## src/rtl/dbus_ctrl.sv

```systemverilog
// dbus_ctrl: single-outstanding data-bus to synchronous SRAM bridge.
// Accepts one byte/half/word request at a time. Write data and byte enables
// are steered onto the SRAM lanes, and read data is realigned to bit 0 and
// masked to the requested lanes. Misaligned requests complete immediately
// without touching the SRAM.
module dbus_ctrl #(
    parameter int ADDR_W   = 12,
    parameter int WAIT_CYC = 0
) (
    input  logic              i_clk,
    input  logic              i_rst_n,
    input  logic              i_dbus_req,
    input  logic              i_dbus_we,
    input  logic [3:0]        i_dbus_sel,
    input  logic [31:0]       i_dbus_addr,
    input  logic [31:0]       i_dbus_wdata,
    output logic [31:0]       o_dbus_rdata,
    output logic              o_dbus_rsp,
    output logic              o_misalign,
    output logic              o_stall,
    output logic              o_ram_en,
    output logic [3:0]        o_ram_we,
    output logic [ADDR_W-1:0] o_ram_addr,
    output logic [31:0]       o_ram_wdata,
    input  logic [31:0]       i_ram_rdata
);

    typedef enum logic [1:0] {
        IDLE   = 2'd0,
        ACCESS = 2'd1,
        WAIT   = 2'd2,
        RESP   = 2'd3
    } state_t;

    localparam logic [2:0] WAIT_LOAD = 3'(WAIT_CYC);

    state_t            state_reg;
    state_t            state_next;
    logic              we_reg;
    logic [3:0]        sel_reg;
    logic [ADDR_W-1:0] word_reg;
    logic [1:0]        off_reg;
    logic [31:0]       wdata_reg;
    logic              mis_reg;
    logic [2:0]        cnt_reg;
    logic              cap_reg;    // SRAM output is valid this cycle (cycle after ACCESS)
    logic [31:0]       hold_reg;   // read word kept across WAIT cycles

    logic              req_mis;
    logic [31:0]       raw_data;
    logic [31:0]       shifted_data;
    logic [31:0]       lane_mask;
    logic [31:0]       wdata_shift;
    logic [3:0]        we_shift;
    logic              unused_addr;

    // Address bits above the SRAM window are not decoded here.
    assign unused_addr = ^i_dbus_addr[31:ADDR_W+2];

    // Halves must be 2-byte aligned, words 4-byte aligned; bytes never fault.
    assign req_mis = ((i_dbus_sel == 4'b0011) && i_dbus_addr[0]) ||
                     ((i_dbus_sel == 4'b1111) && (i_dbus_addr[1:0] != 2'b00));

    // Live SRAM data in the capture cycle, otherwise the held copy, so WAIT
    // cycles never see a re-sampled (possibly stale) SRAM output.
    assign raw_data     = cap_reg ? i_ram_rdata : hold_reg;
    assign shifted_data = raw_data >> {off_reg, 3'b000};
    assign wdata_shift  = wdata_reg << {off_reg, 3'b000};
    assign we_shift     = sel_reg << off_reg;

    generate
        for (genvar gi = 0; gi < 4; gi++) begin : g_lane_mask
            assign lane_mask[8*gi +: 8] = {8{sel_reg[gi]}};
        end
    endgenerate

    // State register.
    always_ff @(posedge i_clk or negedge i_rst_n) begin
        if (!i_rst_n) begin
            state_reg <= IDLE;
        end else begin
            state_reg <= state_next;
        end
    end

    // Next-state logic: requests are only looked at in IDLE.
    always_comb begin
        state_next = state_reg;
        case (state_reg)
            IDLE: begin
                if (i_dbus_req) begin
                    state_next = req_mis ? RESP : ACCESS;
                end
            end
            ACCESS: state_next = (WAIT_CYC > 0) ? WAIT : RESP;
            WAIT: begin
                if (cnt_reg <= 3'd1) begin
                    state_next = RESP;
                end
            end
            RESP:    state_next = IDLE;
            default: state_next = IDLE;
        endcase
    end

    // Request latch, wait counter and read-data capture.
    always_ff @(posedge i_clk or negedge i_rst_n) begin
        if (!i_rst_n) begin
            we_reg    <= 1'b0;
            sel_reg   <= 4'b0000;
            word_reg  <= '0;
            off_reg   <= 2'b00;
            wdata_reg <= 32'h0;
            mis_reg   <= 1'b0;
            cnt_reg   <= 3'd0;
            cap_reg   <= 1'b0;
            hold_reg  <= 32'h0;
        end else begin
            if ((state_reg == IDLE) && i_dbus_req) begin
                we_reg    <= i_dbus_we;
                sel_reg   <= i_dbus_sel;
                word_reg  <= i_dbus_addr[ADDR_W+1:2];
                off_reg   <= i_dbus_addr[1:0];
                wdata_reg <= i_dbus_wdata;
                mis_reg   <= req_mis;
            end
            if (state_reg == ACCESS) begin
                cnt_reg <= WAIT_LOAD;
            end else if ((state_reg == WAIT) && (cnt_reg != 3'd0)) begin
                cnt_reg <= cnt_reg - 3'd1;
            end
            cap_reg <= (state_reg == ACCESS) && !we_reg;
            if (cap_reg) begin
                hold_reg <= i_ram_rdata;
            end
        end
    end

    // Output decode: SRAM strobes only in ACCESS, bus response only in RESP.
    always_comb begin
        o_ram_en     = 1'b0;
        o_ram_we     = 4'b0000;
        o_ram_wdata  = 32'h0;
        o_ram_addr   = word_reg;
        o_dbus_rsp   = 1'b0;
        o_misalign   = 1'b0;
        o_dbus_rdata = 32'h0;
        case (state_reg)
            ACCESS: begin
                o_ram_en = 1'b1;
                if (we_reg) begin
                    o_ram_we    = we_shift;
                    o_ram_wdata = wdata_shift;
                end
            end
            RESP: begin
                o_dbus_rsp = 1'b1;
                o_misalign = mis_reg;
                if (!we_reg && !mis_reg) begin
                    o_dbus_rdata = shifted_data & lane_mask;
                end
            end
            default: begin
            end
        endcase
    end

    assign o_stall = i_dbus_req & ~o_dbus_rsp;

endmodule

```

## config.mk

```make
export PLATFORM = sky130hd
export DESIGN_NAME = dbus_ctrl
export DESIGN_NICKNAME = d
export VERILOG_FILES = /design/src/rtl/dbus_ctrl.sv
export SDC_FILE = /design/constraint.sdc
export NUM_CORES = 1
export LEC_CHECK = 0
export ABC_AREA = 1
export CORE_MARGIN = 10
export CORE_UTILIZATION = 45
export CTS_CLUSTER_DIAMETER = 40
export DETAILED_ROUTE_END_ITERATION = 6
export PLACE_DENSITY = 0.82
export SETUP_SLACK_MARGIN = 0.15
export SKIP_CTS_REPAIR_TIMING = 1
export SYNTH_ARGS = -nofsm -noshare
export SYNTH_HDL_FRONTEND = slang
export SYNTH_SLANG_ARGS = --single-unit
```

## constraint.sdc

```tcl
create_clock -name i_clk -period 1.9 [get_ports i_clk]
set_input_delay 0.285 -clock i_clk [delete_from_list [all_inputs] [get_ports i_clk]]
set_output_delay 0.285 -clock i_clk [all_outputs]
set_load 0.01 [all_outputs]
```

==> results.yml, run 1 <==
global_routing:
  antenna_found_initial: 0
  grt_pass1_vias: 5048
  grt_overflow_total: 0
  use_met3_pct: 9.983
  grt_max_degree: 58
  gr-usage-all-layers_pct: 19.72
  grt_pass1_wl_mm: 25.74
  busiest_layer: "met2"
  grtUsageMet2_pct: 32.54
  met1_usage_pct: 21.81
synth:
  synth-compound-area-share_pct: 6.946
  netlist_instances: 558
  synth-seq-cells: 90
  ys_seq_area_share_pct: 44.65
  synth_area_leader_cell: "dfrtp_1"
  synth_area_sq_mm: 0.005044
  yosys.cell_types.count: 32
  yosys.area_share.adder_pct: 2.233
  synth_xor_area_share_pct: 0
  synth_enable_flop_cells: 0
  ys.flop_type: "dfrtp_1"
  ys_warn_count: 0
  async_flop_share_pct: 100.0
  yosys.area_share.simple_pct: 25.25
  muxShareOfSynthArea_pct: 14.07
  syn_avg_cell_area_sq_um: 9.039
  ys_top_cells_by_area: "dfrtp_1 45%, nand2_1 11%, mux2_2 10%, nand3_1 4.4%, mux2i_1 3.6%"
  syn_nets: 671
  synth_top_family_by_area: "simple AND/OR/NAND/NOR gates"
  synth_top_area_share_pct: 44.65
pwr:
  combPwrFrac_pct: 61.1
  seqPwrFrac_pct: 28.1
  swShare_pct: 42.81
  switching_power_mw: 5.342
  total_power_mw: 12.48
  p_int_mw: 7.136
  peakVddDrop_mv: 0.8774
  power.density_mw_per_mm2: 1615
  p_clk_share_pct: 10.9
  leakage_nw: 3.769
cells_and_area:
  fin_util_pct: 70.95
  nNetsFinal: 887
  final_common_cell: "nand2_1"
  final_area_sq_mm: 0.007725
  final_cell_mix: "129 x nand2_1, 98 x clkdlybuf4s50_1, 88 x dfrtp_1"
  stdcell_count: 919
  n_antenna_cell: 0
  syn2layout_area_growth_pct: 53.16
  drive_above_1_share_pct: 38.38
detailed_routing:
  final_antenna_net_count: 0
  drt_pass1_iterations: 5
  routed_wl_mm: 17.12
  vias: 4893
  wl_per_cell_um: 18.63
  via_per_inst: 5.324
  drt_iter0_drc: 281
  drcViolationCount: 0
clocking:
  cts_tree: "yes"
  cts_buffer_depth: 2
  numCtsBuffers: 9
  h-tree-depth: 3
  clkSinkCount: 90
  cts_root_buf: "clkbuf_8"
  path_clk_slew_ps: 100
  clkLatencyLatePin_ps: 360
placement:
  numPortBuffers: 169
  dp_hpwl_mm: 12.06
  placed_cells: 894
  globalplace.congestion: 0.8815
  place_area_sq_mm: 0.007253
timing:
  worst_clock_skew_ps: 7.749
  final-max-slew-violation-count: 0
  finalHoldViolCount: 0
  tns_ps: -4757
  fin_crit_ps: 2086
  finalCritPeriodShare_pct: 109.8
  max_clock_freq_mhz: 479.4
  layout_setup_ws_ps: -185.9
  rsz0062_at_grt: "yes"
  slew-limit-headroom_pct: 72.39
  finalSetupViolations: 53
  tightestPinTransition_ps: 414.2
floorplan:
  die_y_um: 125.9
  initial_utilization_pct: 46.32
  core_region_area_sq_mm: 0.01089
  fp-row-count: 38
  die_w_um: 125.9
  dieArea_sq_mm: 0.01584
  io_pins: 188
job:
  cap_violations: 0
critical_path:
  cp-end-kind: "output port"
  timing.rr.end: "wdata_reg[29]$_DFFE_PN0P_"
  cp-start-kind: "register"
  critPathRequiredTime_ps: 1620
  path_buf_inv: 3
  crit_slowest_cell: "clkdlybuf4s50_1"
  crit_family: "buffers and inverters"
  worstPathMaxFanout: 5
  path_cells: "ha_2, buf_4, nand2_1, inv_1, clkdlybuf4s50_1"
  r2r_cells: 7
  r2r-start: "state_reg[0]$_DFFE_PN0P_"
  critPathKind: "register to output port"
  worst_path_largest_cell_delay_ps: 520
  r2r_slack_ps: 250
  cp.arrival_ps: 1800
outcome:
  status: "complete, but fails checks"
  violations: "setup timing"
min_path:
  hold_class: "input pin to asynchronous set/reset pin"
==> logic make-up (layout without fill, tap and decap cells) <==
kind of cell,count (synthesis),after routing
adder cells (fa/ha/maj),9,9
flip-flops,90,90
multiplexers,65,65
AO/OA/AOI/OAI,62,62
buffers and inverters,54,275
AND/OR/NAND/NOR,278,278
==> through the flow <==
stage | setup WS [ps] | hold slack [ps]
detailed placement | -186.4 | 241.7
global placement | -207.8 | 237.8
floorplan | 201.5 | -10.59
CTS | -605.3 | -154.7
finish | -185.9 | 407.8
global route | -260.8 | 415.4
==> area by class of cell <==
class	instances	area (sq um)
fill	815	3163
sequential	90	2255
tap	140	175.2
inverter	21	88.84
timing repair buffer	238	2253
clock buffer	9	123.9
clock inverter	7	77.57
multi-input combinational	414	2751
==> worst reg2reg max path, stage by stage, from the launching register on <==
cell	delay (ps)
dfrtp_1	430
buf_4	150
buf_4	130
inv_2	80
ha_4	170
nand2_8	90
clkbuf_16	200
mux2_2	290
==> synthesized netlist by cell type, types with 10 or more instances <==
library cell / n
a21oi_1: 15
buf_2: 14
buf_6: 10
dfrtp_1: 90
inv_1: 16
mux2_2: 47
mux2i_1: 18
nand2_1: 147
nand2_4: 13
nand3_1: 44
nor2_1: 48
o21ai_0: 21
o22ai_1: 18
==> how the worst max path moves through the flow <==
stage                             start                to  slack, ps  cells after the start
2_1_floorplan  state_reg[1]$_DFFE_PN0P_   o_ram_wdata[17]        200                      5
3_3_place_gp             i_ram_rdata[8]   o_dbus_rdata[8]       -210                      7
3_5_place_dp             i_ram_rdata[8]   o_dbus_rdata[8]       -190                      7
4_1_cts        state_reg[1]$_DFFE_PN0P_   o_ram_wdata[31]       -610                      6
5_1_grt        state_reg[1]$_DFFE_PN0P_  o_dbus_rdata[13]       -260                      6
6_report       state_reg[1]$_DFFE_PN0P_        o_misalign       -190                      5
==> power by group through the flow <==
| stage | clock network [mW] | registers (mW) | logic (mW) |
|---|---|---|---|
| final | 1.36 | 3.50 | 7.62 |
| after CTS | 1.38 | 3.45 | 7.02 |
| after floorplan | 0 | 3.35 | 4.17 |
| after global routing | 1.47 | 3.58 | 8.27 |
| after detailed placement | 0 | 3.49 | 6.96 |
| after global placement | 0 | 3.42 | 6.74 |
==> per-layer routing <==
layer	wire (um)	part of all wire [%]
met1	6732	39
met2	8424	49
met3	1713	10
met4	248	1.4
met5	0	0
Note: power is estimated with default switching activity, not from simulation.
==> run 2, diff against run 1 <==
- CORE_UTILIZATION: 45 -> 48
- CTS_CLUSTER_DIAMETER: 40 -> 100
- PLACE_DENSITY: 0.82 -> 0.87
- SLEW_MARGIN: unset -> 5
- clock period: 1.9 -> 2.5 ns (I/O delays scaled with it)
==> results.yml, run 2 (same netlist as run 1, synthesis figures left out) <==
outcome:
  status: "complete, no violations"
timing:
  rsz0062_at_grt: "no"
  finalSetupViolations: 0
  tns_ps: 0
  holdWs_ps: 17.93
  slew-limit-headroom_pct: 60.23
  worst_clock_skew_ps: 17.08
  finalCritPeriodShare_pct: 88.05
  final-max-slew-violation-count: 0
  tightestPinTransition_ps: 596.6
  max_clock_freq_mhz: 454.3
  fin_crit_ps: 2201
  finalHoldViolCount: 0
critical_path:
  path_buf_inv: 3
  critPathRequiredTime_ps: 2120
  crit_slowest_cell: "dfrtp_2"
  cp-end-kind: "output port"
  path_cells: "inv_2, ha_4, buf_4, nand3_4, o22ai_1, dlymetal6s2s_1"
  cp.arrival_ps: 1830
  crit_family: "buffers and inverters"
  cp-start-kind: "register"
  critPathKind: "register to output port"
  worstPathMaxFanout: 9
  worst_path_largest_cell_delay_ps: 460
cells_and_area:
  syn2layout_area_growth_pct: 45.47
  drive_above_1_share_pct: 19.13
  final_cell_mix: "145 x nand2_1, 100 x clkdlybuf4s50_1, 84 x dfrtp_1"
  final_common_cell: "nand2_1"
  final_area_sq_mm: 0.007337
  fillCellCount: 776
  n_antenna_cell: 0
  stdcell_count: 868
  nNetsFinal: 840
global_routing:
  grt_pass1_vias: 4755
  grt_overflow_total: 0
  grt_max_degree: 58
  gr-usage-all-layers_pct: 19.27
  grt_pass1_wl_mm: 23.60
  antenna_found_initial: 0
floorplan:
  fp-row-count: 37
  dieArea_sq_mm: 0.01501
  io_pins: 188
  core_region_area_sq_mm: 0.01028
  initial_utilization_pct: 49.07
  die_w_um: 122.5
  die_y_um: 122.5
detailed_routing:
  wl_met2_mm: 7.642
  top_layer_used: "met4"
  final_antenna_net_count: 0
  routed_wl_mm: 15.64
  vias: 4621
  wl_met1_mm: 6.216
  wl_per_cell_um: 18.02
  wl_met3_mm: 1.593
  drt_pass1_iterations: 5
  drt_iter0_drc: 359
  via_per_inst: 5.324
  drcViolationCount: 0
pwr:
  leakage_nw: 4.395
  peakVddDrop_mv: 0.5964
  power.density_mw_per_mm2: 1149
  total_power_mw: 8.434
placement:
  dp_hpwl_mm: 11.19
  place_area_sq_mm: 0.006810
  placed_cells: 845
  numPortBuffers: 169
  globalplace.congestion: 0.8355
clocking:
  clkSinkCount: 90
  path_clk_slew_ps: 90
  numCtsBuffers: 9
  cts_root_buf: "clkbuf_8"
  h-tree-depth: 3
  cts_tree: "yes"
  clkLatencyLatePin_ps: 350
  cts_buffer_depth: 2
job:
  cap_violations: 0
min_path:
  hold_class: "input pin to asynchronous set/reset pin"
run 2: changes by cell type in the layout (fill, tap and decap cells not counted), sizes merged:
| cell | delta |
|---|---|
| buf | -90 |
| clkdlybuf4s50 | +2 |
| inv | -1 |
| dlymetal6s2s | +60 |
| clkbuf | -18 |
| dlygate4sd3 | -1 |
| nand3 | +1 |
run 2: layout make-up:
cell class / count / area, sq um / area share (%)
well taps: 136 / 170.2 / 2.319
repair buffers: 190 / 2107 / 28.72
clock buffers: 10 / 127.6 / 1.739
clock inverters: 6 / 65.06 / 0.8868
multi-input cells: 415 / 2511 / 34.23
inverters: 21 / 96.34 / 1.313
flip-flops and latches: 90 / 2260 / 30.80
run 2: metrics by stage:
step,setup WS (ps),utilization (%)
2_1_floorplan,711.5,-
3_3_place_gp,100.3,66.26
3_5_place_dp,-75.82,66.26
4_1_cts,-474.7,68.14
5_1_grt,194.9,71.39
6_report,298.9,71.39
run 2: metal layers:
layer	track usage, %	vias to the layer above
li1	-	2186
met2	32.71	201
met3	8.035	12
met1	21.87	2222
met4	5.449	0
met5	0	-
run 2: report_power, final:
part / switching (mW) / internal (mW)
sequential: 0.486 / 2.18
clock: 0.516 / 0.465
combinational: 2.56 / 2.23
run 2: final timing paths:
kind,to,startpoint,slack (ps),depth (start not counted)
max in group asynchronous,hold_reg[17]$_DFF_PN0_,i_rst_n,1810,2
max,o_ram_we[2],state_reg[1]$_DFFE_PN0P_,300,6
max reg2reg,wdata_reg[19]$_DFFE_PN0P_,state_reg[0]$_DFFE_PN0P_,800,5
min in group i_clk,hold_reg[0]$_DFF_PN0_,hold_reg[0]$_DFF_PN0_,480,2
min,hold_reg[2]$_DFF_PN0_,i_rst_n,20,1
min reg2reg,hold_reg[0]$_DFF_PN0_,hold_reg[0]$_DFF_PN0_,480,2
run 2: worst register-to-register path, stage by stage, from the launching register on:
cell	delay, ps
dfrtp_2	460
inv_1	110
ha_1	240
nand2_2	90
buf_12	270
mux2_2	410
==> run 3, diff against run 2 <==
- SKIP_LAST_GASP: unset -> 1
==> results.yml, run 3 (same netlist as run 1, synthesis figures left out) <==
cells_and_area:
  drive_above_1_share_pct: 18.72
  final_cell_mix: "146 x nand2_1, 113 x clkdlybuf4s50_1, 85 x dfrtp_1"
  nNetsFinal: 840
  syn2layout_area_growth_pct: 44.68
  final_common_cell: "nand2_1"
  fin_util_pct: 71.00
  n_antenna_cell: 0
detailed_routing:
  drcViolationCount: 0
  via_per_inst: 5.331
  drt_iter0_drc: 394
  final_antenna_net_count: 0
  vias: 4627
  wl_per_cell_um: 17.88
  drt_pass1_iterations: 6
  routed_wl_mm: 15.52
global_routing:
  antenna_found_initial: 0
  grt_pass1_vias: 4755
  grt_pass1_wl_mm: 23.60
  grt_overflow_total: 0
  grt_max_degree: 58
  gr-usage-all-layers_pct: 19.27
floorplan:
  fp-row-count: 37
  initial_utilization_pct: 49.07
  die_y_um: 122.5
  dieArea_sq_mm: 0.01501
  die_w_um: 122.5
  core_region_area_sq_mm: 0.01028
  io_pins: 188
pwr:
  power.density_mw_per_mm2: 1155
  combPwrFrac_pct: 56.7
  seqPwrFrac_pct: 31.6
  switching_power_mw: 3.555
  total_power_mw: 8.428
  peakVddDrop_mv: 0.5916
  p_clk_share_pct: 11.7
  p_int_mw: 4.873
  leakage_nw: 4.160
  swShare_pct: 42.18
timing:
  max_clock_freq_mhz: 397.1
  tightestPinTransition_ps: 601.6
  worst_clock_skew_ps: 19.86
  slew-limit-headroom_pct: 59.89
  finalHoldViolCount: 0
  final-max-slew-violation-count: 0
  fin_crit_ps: 2518
  finalCritPeriodShare_pct: 100.7
  layout_setup_ws_ps: -18.42
  holdWs_ps: 18.02
  finalSetupViolations: 4
  rsz0062_at_grt: "yes"
placement:
  globalplace.congestion: 0.8355
  numPortBuffers: 169
  dp_hpwl_mm: 11.19
critical_path:
  critPathKind: "register to output port"
  r2r-start: "state_reg[0]$_DFFE_PN0P_"
  cp-end-kind: "output port"
  critPathRequiredTime_ps: 2120
  r2r_slack_ps: 790
  timing.rr.end: "wdata_reg[19]$_DFFE_PN0P_"
  worstPathMaxFanout: 8
  cp-start-kind: "register"
  r2r_cells: 5
  cp.arrival_ps: 2140
min_path:
  hold_class: "input pin to asynchronous set/reset pin"
clocking:
  path_clk_slew_ps: 90
  cts_buffer_depth: 2
  cts_tree: "yes"
  clkLatencyLatePin_ps: 350
  clkSinkCount: 90
  cts_root_buf: "clkbuf_8"
  h-tree-depth: 3
  numCtsBuffers: 9
job:
  cap_violations: 0
outcome:
  status: "complete, but fails checks"
  violations: "setup timing"
==> run 3: through the flow <==
step / std cells / area, sq um / setup slack (ps) / setup TNS (ps)
3_3_place_gp: 845 / 6810 / 100.3 / 0
3_5_place_dp: 845 / 6810 / -75.82 / -515.6
6_report: 868 / 7297 / -18.42 / -33.38
2_1_floorplan: 558 / 5044 / 711.5 / 0
5_1_grt: 868 / 7297 / -119.8 / -743.0
4_1_cts: 861 / 7003 / -474.7 / -12900
==> run 3: worst max path at each step <==
stage,startpoint,end,slack (ps),cells past startpoint
5_1_grt,we_reg$_DFFE_PN0P_,o_dbus_rdata[13],-120,6
2_1_floorplan,state_reg[1]$_DFFE_PN0P_,o_ram_wdata[17],710,5
6_report,state_reg[0]$_DFFE_PN0P_,o_dbus_rdata[12],-20,6
4_1_cts,state_reg[1]$_DFFE_PN0P_,o_ram_we[2],-470,5
3_5_place_dp,state_reg[1]$_DFFE_PN0P_,o_ram_wdata[16],-80,5
3_3_place_gp,state_reg[1]$_DFFE_PN0P_,o_ram_we[2],100,5
==> run 3: critical path, cell delays in order, from the launching register on <==
cell,delay [ps]
dfrtp_2,460
ha_4,200
and3_1,160
buf_4,170
nand2_1,70
a21oi_1,160
clkdlybuf4s50_1,570
==> run 3: cell type report <==
type	count	area [sq um]
Inverter	21	96.34
Tap cell	136	170.2
Clock buffer	10	127.6
Multi-Input combinational cell	415	2505
Sequential cell	90	2258
Clock inverter	6	65.06
Timing Repair Buffer	190	2074
Fill cell	792	2980
==> run 3: power groups by stage <==
stage	sequential (mW)	combinational, mW	clock (mW)
global placement	2.59	4.44	0
detailed placement	2.64	4.59	0
finish	2.66	4.78	0.985
floorplan	2.55	3.17	0
global route	2.75	5.24	1.06
CTS	2.62	4.61	1.00
==> run 3: routing by layer <==
layer  routed length [um]  part of all wire (%)  track usage, %
met5                    0                     0               0
met4                  192                   1.2           5.449
met3                 1743                    11           8.035
met2                 7559                    49           32.71
met1                 6022                    39           21.87
